$ cat src/rtl/seq_shifter_if.sv
// Request/result bundle for the iterative shifter: operand and control in, result and status out.
interface seq_shifter_if #(
  parameter int WIDTH = 8,
  parameter int SHW   = 3
);
  logic             start;
  logic [WIDTH-1:0] in;
  logic [SHW-1:0]   shamt;
  logic             dir;
  logic             arith;
  logic [WIDTH-1:0] out;
  logic             busy;
  logic             done;

  modport master (
    output start, in, shamt, dir, arith,
    input  out, busy, done
  );

  modport slave (
    input  start, in, shamt, dir, arith,
    output out, busy, done
  );
endinterface

$ cat src/rtl/seq_shifter.sv
// Iterative shifter: moves the captured operand one bit per clock, then publishes it with a done pulse.
//
// state | meaning
// IDLE  | waiting for start; out holds the last result
// SHIFT | one bit per cycle while cnt != 0; on cnt == 0 the result is registered
// DONE  | done pulse for one cycle, then back to IDLE
module seq_shifter #(
  parameter int WIDTH = 8,
  parameter int SHW   = 3
) (
  input  logic          clk,
  input  logic          rst,
  seq_shifter_if.slave  bus
);

  typedef enum logic [1:0] {
    IDLE  = 2'd0,
    SHIFT = 2'd1,
    DONE  = 2'd2
  } state_t;

  state_t           state, state_nxt;
  logic [WIDTH-1:0] work, work_nxt;
  logic [SHW-1:0]   cnt, cnt_nxt;
  logic             dir_q, dir_nxt;
  logic             arith_q, arith_nxt;
  logic [WIDTH-1:0] out_q, out_nxt;
  logic             fill;

  always_ff @(posedge clk) begin
    if (rst) begin
      state   <= IDLE;
      work    <= '0;
      cnt     <= '0;
      dir_q   <= 1'b0;
      arith_q <= 1'b0;
      out_q   <= '0;
    end else begin
      state   <= state_nxt;
      work    <= work_nxt;
      cnt     <= cnt_nxt;
      dir_q   <= dir_nxt;
      arith_q <= arith_nxt;
      out_q   <= out_nxt;
    end
  end

  // Sign fill only applies to right shifts; left shifts always bring in zero.
  assign fill = arith_q & work[WIDTH-1];

  always_comb begin
    state_nxt = state;
    work_nxt  = work;
    cnt_nxt   = cnt;
    dir_nxt   = dir_q;
    arith_nxt = arith_q;
    out_nxt   = out_q;
    case (state)
      IDLE: begin
        if (bus.start) begin
          work_nxt  = bus.in;
          cnt_nxt   = bus.shamt;
          dir_nxt   = bus.dir;
          arith_nxt = bus.arith;
          state_nxt = SHIFT;
        end
      end
      SHIFT: begin
        if (cnt != '0) begin
          if (dir_q) work_nxt = {work[WIDTH-2:0], 1'b0};
          else       work_nxt = {fill, work[WIDTH-1:1]};
          cnt_nxt = cnt - SHW'(1);
        end else begin
          out_nxt   = work;
          state_nxt = DONE;
        end
      end
      DONE: begin
        state_nxt = IDLE;
      end
      default: begin
        state_nxt = IDLE;
      end
    endcase
  end

  assign bus.out  = out_q;
  assign bus.busy = (state == SHIFT) || (state == DONE);
  assign bus.done = (state == DONE);

endmodule
$ cat src/flat_wrapper.sv
// flat-port wrapper written by rule: the top's interface ports become plain ports
module seq_shifter_flat 
#(
  parameter int WIDTH = 8,
  parameter int SHW   = 3
)
  (clk, rst, bus_start, bus_in, bus_shamt, bus_dir, bus_arith, bus_out, bus_busy, bus_done);
  seq_shifter_if #(.WIDTH(WIDTH), .SHW(SHW)) bus_i ();
  input  logic clk;
  input  logic rst;
  input wire logic [$bits(bus_i.start)-1:0] bus_start;
  input wire logic [$bits(bus_i.in)-1:0] bus_in;
  input wire logic [$bits(bus_i.shamt)-1:0] bus_shamt;
  input wire logic [$bits(bus_i.dir)-1:0] bus_dir;
  input wire logic [$bits(bus_i.arith)-1:0] bus_arith;
  output wire logic [$bits(bus_i.out)-1:0] bus_out;
  output wire logic [$bits(bus_i.busy)-1:0] bus_busy;
  output wire logic [$bits(bus_i.done)-1:0] bus_done;
  assign bus_i.start = bus_start;
  assign bus_i.in = bus_in;
  assign bus_i.shamt = bus_shamt;
  assign bus_i.dir = bus_dir;
  assign bus_i.arith = bus_arith;
  assign bus_out = bus_i.out;
  assign bus_busy = bus_i.busy;
  assign bus_done = bus_i.done;
  seq_shifter #(.WIDTH(WIDTH), .SHW(SHW)) u_core (.clk(clk), .rst(rst), .bus(bus_i));
endmodule
$ cat config.mk
export PLATFORM = sky130hd
export DESIGN_NAME = seq_shifter_flat
export DESIGN_NICKNAME = d
export VERILOG_FILES = /design/src/rtl/seq_shifter_if.sv /design/src/rtl/seq_shifter.sv /design/src/flat_wrapper.sv
export SDC_FILE = /design/constraint.sdc
export NUM_CORES = 1
export LEC_CHECK = 0
export ABC_AREA = 1
export CORE_ASPECT_RATIO = 0.75
export CORE_MARGIN = 3
export CORE_UTILIZATION = 50
export CTS_CLUSTER_SIZE = 8
export DETAILED_ROUTE_END_ITERATION = 10
export PLACE_DENSITY = 0.78
export SETUP_SLACK_MARGIN = 0.5
export SYNTH_ARGS = -nofsm -noshare
export SYNTH_HDL_FRONTEND = slang
export SYNTH_SLANG_ARGS = --single-unit
export TNS_END_PERCENT = 10
$ cat constraint.sdc
create_clock -name clk -period 1.9 [get_ports clk]
set_clock_uncertainty 0.2 [all_clocks]
set_input_delay 0.19 -clock clk [delete_from_list [all_inputs] [get_ports clk]]
set_output_delay 0.19 -clock clk [all_outputs]
set_load 0.05 [all_outputs]
* After elaboration in Yosys (flattened, before gate mapping)
Cells that the tools add are included.
** Operators by class
- Add/subtract/negate cells :: 1
- Eq/ne operators :: 5
- Mux-type cells :: 10
- Bitwise logic cells :: 2
- Reduce and logical (&&, ||, !) cells :: 8
** Operators with widths (number)
- 2-to-1 mux 8 bit :: 3
- case mux 8 bit (2 select lines) :: 1
- 2-to-1 mux 3 bit :: 2
- case mux 3 bit (2 select lines) :: 1
- AND reduction 2 bit :: 3
- 2-to-1 mux 2 bit :: 2
- != test 2 bit (second input constant) :: 2
- case mux 2 bit (2 select lines) :: 1
- AND reduction 3 bit :: 1
- nonzero test 3 bit :: 1
- subtractor 3 x 1 -> 3 bit (second input constant) :: 1
- == test 2 x 1 -> 1 bit (second input constant) :: 1
- == test 2 bit (second input constant) :: 1
- logical NOT 2 bit :: 1
- != test 2 x 1 -> 1 bit (second input constant) :: 1
- nonzero test 2 bit :: 1
- AND 1 bit :: 1
- logical OR 1 bit :: 1
- inverter 1 bit :: 1
** Storage, ports and cells
- Register bits :: 23
- Input bits :: 16
- Output and inout bits :: 10
- Logic and storage cells :: 32

* Logic depth before layout (Yosys ltp)
- Word-level depth :: 4
- Depth in mapped cells :: 9
- Mapped depth without buffers :: 8

* Least setup slack after synthesis
No wires, ideal clock.
- Kind :: register -> register
- Start :: register u_core.state[1]
- End :: register u_core.work[7]
- Setup time :: 114 ps
- Data arrival time :: 1216 ps
- Required time :: 1586 ps
- Setup slack :: 371 ps
- Stages on the path, launching flop included :: 9
- Buffers on the path :: 2
- Clock period less this slack :: 1529 ps
- Cell sequence :: dfxtp_1 inv_1 ha_1 buf_6 nand3_4 nand3_4 buf_6 a21oi_1 nor2_1
** On the way
- Longest elaborated chain between the ends :: 3
- Elaborated cells between the ends (all ways) :: 7
- Those cells by class :: 3 x eq/ne; 1 x mux; 3 x reduce/logical
** Ends and longest elaborated chain
- start: declaration :: RTL line seq_shifter.sv:22 : state_t state, state_nxt;
- start signal: assignment :: RTL line seq_shifter.sv:39 : state <= state_nxt;
- == test 2 x 1 -> 1 bit / logical NOT 2 bit (equally long branches) :: RTL line seq_shifter.sv:58 : case (state)
- != test 2 x 1 -> 1 bit (no source line) (tied with other cells)
- AND reduction 3 bit (no source line)
- end signal: assignment :: RTL line seq_shifter.sv:40 : work <= work_nxt;
- end: declaration :: RTL line seq_shifter.sv:23 : logic [WIDTH-1:0] work, work_nxt;
Parallel ways exist; a longest one is shown, timed or not.
A chain may end at the register's enable or synchronous reset.

* Worst setup path in the final report
Same ends and word-level chain as after synthesis.

==> metrics.txt <==
status complete, no violations; core area 2170 µm²; ANT nets after route 0; sw frac 50.7%; post-synth top area cell dfxtp_1; Initial Utilization 56.9%; Ports 26; max-cap viol count 0; Clk pwr share 7.7%; layout cells sized above 1 22.1%; hold buffer count at CTS 0; switching pwr 1.53 mW; Seq/Total Area, Yosys 37.3%; ys async rst share 0%; total gr overflow 0; CTS Buf Count 3; Post-layout nets 237; Hold WS 0.229 ns; Rows 14; Critical Path AT 1.60 ns; min Tclk post-route 1.57 ns; Critical Path End Type flop; mapped cell area 1230 µm²; Synth Warn # 0; # DRC 0; wire per inst 12.7 µm; ys flop type dfxtp_1; clock sinks 23; RSZ-0062 raised after global routing yes; maximum VDD drop 881 µV; DR vias/cell 5.03; initial antenna violation count 0; H-tree depth 1; Worst Path Max Fanout 4; P per Cell Area 1800 nW/µm²; Tightest Hold Check Type in -> reg; worst relative slew slack 67.9%; CP Cell Sequence inv_4, ha_4, buf_4, or2_2, a21oi_2, nor2_1; # setup viols final 0; combinational share of power 65.7%; GRT Overall Usage 20.3%; Startpoint Class flop; final wirelength 3120 µm; critical path class reg -> reg; vias in the first global route 1120; f_max 636 MHz; Die Span Y 49.0 µm; slowest CP cell dfxtp_4; internal power 1.48 mW; Crit path buffers/inverters 2; CTS Buffer Depth 2; Final Non-Filler Cells 245; EDFF count, synth 0; distinct cell type count after synthesis 19; cells after synthesis 181; synth cell count leaders nand2_1, nor2_1, dfxtp_1; ant diodes 0; Mean Syn Cell Area 6.82 µm²; root buffer cell clkbuf_4; count leader, synth nand2_1; CP required 1.93 ns; Synth Register Bits 23; I/O Buffers 25; Leak 0.779 nW; largest net degree at the start of global routing 21; net count after synthesis 204; Final WS setup 0.328 ns; largest cells by area after synthesis dfxtp_1, nand2_1, nor2_1, ha_1, a21oi_1; first-pass GRT wire length 5100 µm; DR vias 1233; hpwl dp 2070 µm; final hold vios 0; Yosys top cell area share 37.3%; CTS clock-pin slew for the worst setup and hold paths 0.14 ns; final setup TNS 0 ns; Clock Latency Late Sink 0.32 ns; Critical Path Max Stage Delay 0.40 ns; Die X 63.4 µm; Slew Limit Fails 0; P&R area growth vs syn 35.2%; GPL Wtd Cong 0.770; Final Cycle Share 82.7%; drt pass-1 iters 4; Worst-Margin Slew 0.483 ns; CTS tree done; pre-CTS setup slack 0.249 ns; Sequential Power Share 26.6%; die area 3110 µm²; drt first-iter violations 112; cell class contributing the biggest share of worst-path delay flip-flops; placed insts 234
==> through the flow <==
step           cell area (µm²)  power [mW]  utilization [%]
5_1_grt                   1670        3.25             76.8
6_report                  1670        3.01             76.8
3_3_place_gp              1520        2.41             70.0
4_1_cts                   1600        2.78             73.6
2_1_floorplan             1260        2.08                -
3_5_place_dp              1520        2.47             70.0
==> state kept, by name (all words and copies together), names as in the netlist <==
signal	cells
u_core.work	8
u_core.dir_q	1
u_core.arith_q	1
u_core.bus.out	8
u_core.cnt	3
u_core.state	2
==> worst reg2reg max path, delay by kind of cell (launching register included) <==
kind,cells,cell delay [ns]
buf+inv,2,0.21
compound gates,1,0.15
simple gates,2,0.36
fa+ha+maj,1,0.18
flops,1,0.40
==> metal layers <==
| layer | track usage (%) | wire length, µm | up-vias | part of all wire (%) |
|---|---|---|---|---|
| met4 | 6.09 | 74 | 0 | 2.4 |
| met5 | 0 | 0 | - | 0 |
| met1 | 25.6 | 1390 | 540 | 45 |
| met2 | 33.8 | 1430 | 50 | 46 |
| li1 | - | - | 633 | - |
| met3 | 5.53 | 219 | 10 | 7.0 |
==> layout make-up <==
| cell class | count | area (µm²) |
|---|---|---|
| Timing Repair Buffer | 33 | 320 |
| Tap cell | 32 | 40.0 |
| Inverter | 20 | 82.6 |
| Clock buffer | 3 | 22.5 |
| Sequential cell | 23 | 469 |
| Clock inverter | 1 | 5.00 |
| Fill cell | 186 | 503 |
| Multi-Input combinational cell | 133 | 729 |
==> cells by family (layout without fill, tap and decap cells) <==
kind of cell	count (synthesis)	count (layout)	share of synthesized area, %
adder cells (fa/ha/maj)	7	7	7.09
buffers and inverters	27	57	10.8
AO/OA/AOI/OAI	31	31	12.9
flip-flops	23	23	37.3
AND/OR/NAND/NOR	93	95	31.9
==> power groups by stage <==
stage / combinational [mW] / sequential [mW] / clock [mW]
2_1_floorplan: 1.10 / 0.978 / 0
3_3_place_gp: 1.63 / 0.782 / 0
3_5_place_dp: 1.68 / 0.792 / 0
4_1_cts: 1.76 / 0.783 / 0.234
5_1_grt: 2.17 / 0.823 / 0.257
6_report: 1.98 / 0.801 / 0.232
==> worst paths after layout <==
path	startpoint	endpoint	slack (ns)	cells past startpoint
setup / recovery	u_core.state[1]	u_core.work[7]	0.33	6
hold / removal	bus_arith	u_core.arith_q	0.23	3
setup reg to reg	u_core.state[1]	u_core.work[7]	0.33	6
hold reg to reg	u_core.arith_q	u_core.arith_q	0.29	2
==> placed cells by master, fill, tap and decap left out <==
cell,count
nand2_1,53
nor2_1,22
dfxtp_1,20
inv_1,15
clkdlybuf4s50_1,15
a21oi_1,13
o21ai_0,11
nand3_1,8
buf_4,8
ha_1,4
inv_4,3
nand3_4,3
o21ai_1,3
nor2_2,3
a21oi_2,3
clkbuf_4,3
clkdlybuf4s15_2,3
nand2_2,2
inv_2,2
ha_4,2
clkdlybuf4s15_1,2
dfxtp_4,2
nand2_4,1
nor2_4,1
o21ai_2,1
or2_2,1
ha_2,1
clkinv_2,1
nand3_2,1
clkbuf_2,1
buf_2,1
buf_6,1
buf_12,1
buf_8,1
dfxtp_2,1
==> what timing repair did <==
action                     in CTS  in global routing
setup endpoints to repair      28                 29
cloned                          0                  2
setup buffers                   4                  1
gates resized for setup        26                 18
pin swaps                       2                  5
Note: power is estimated with default switching activity, not from simulation.
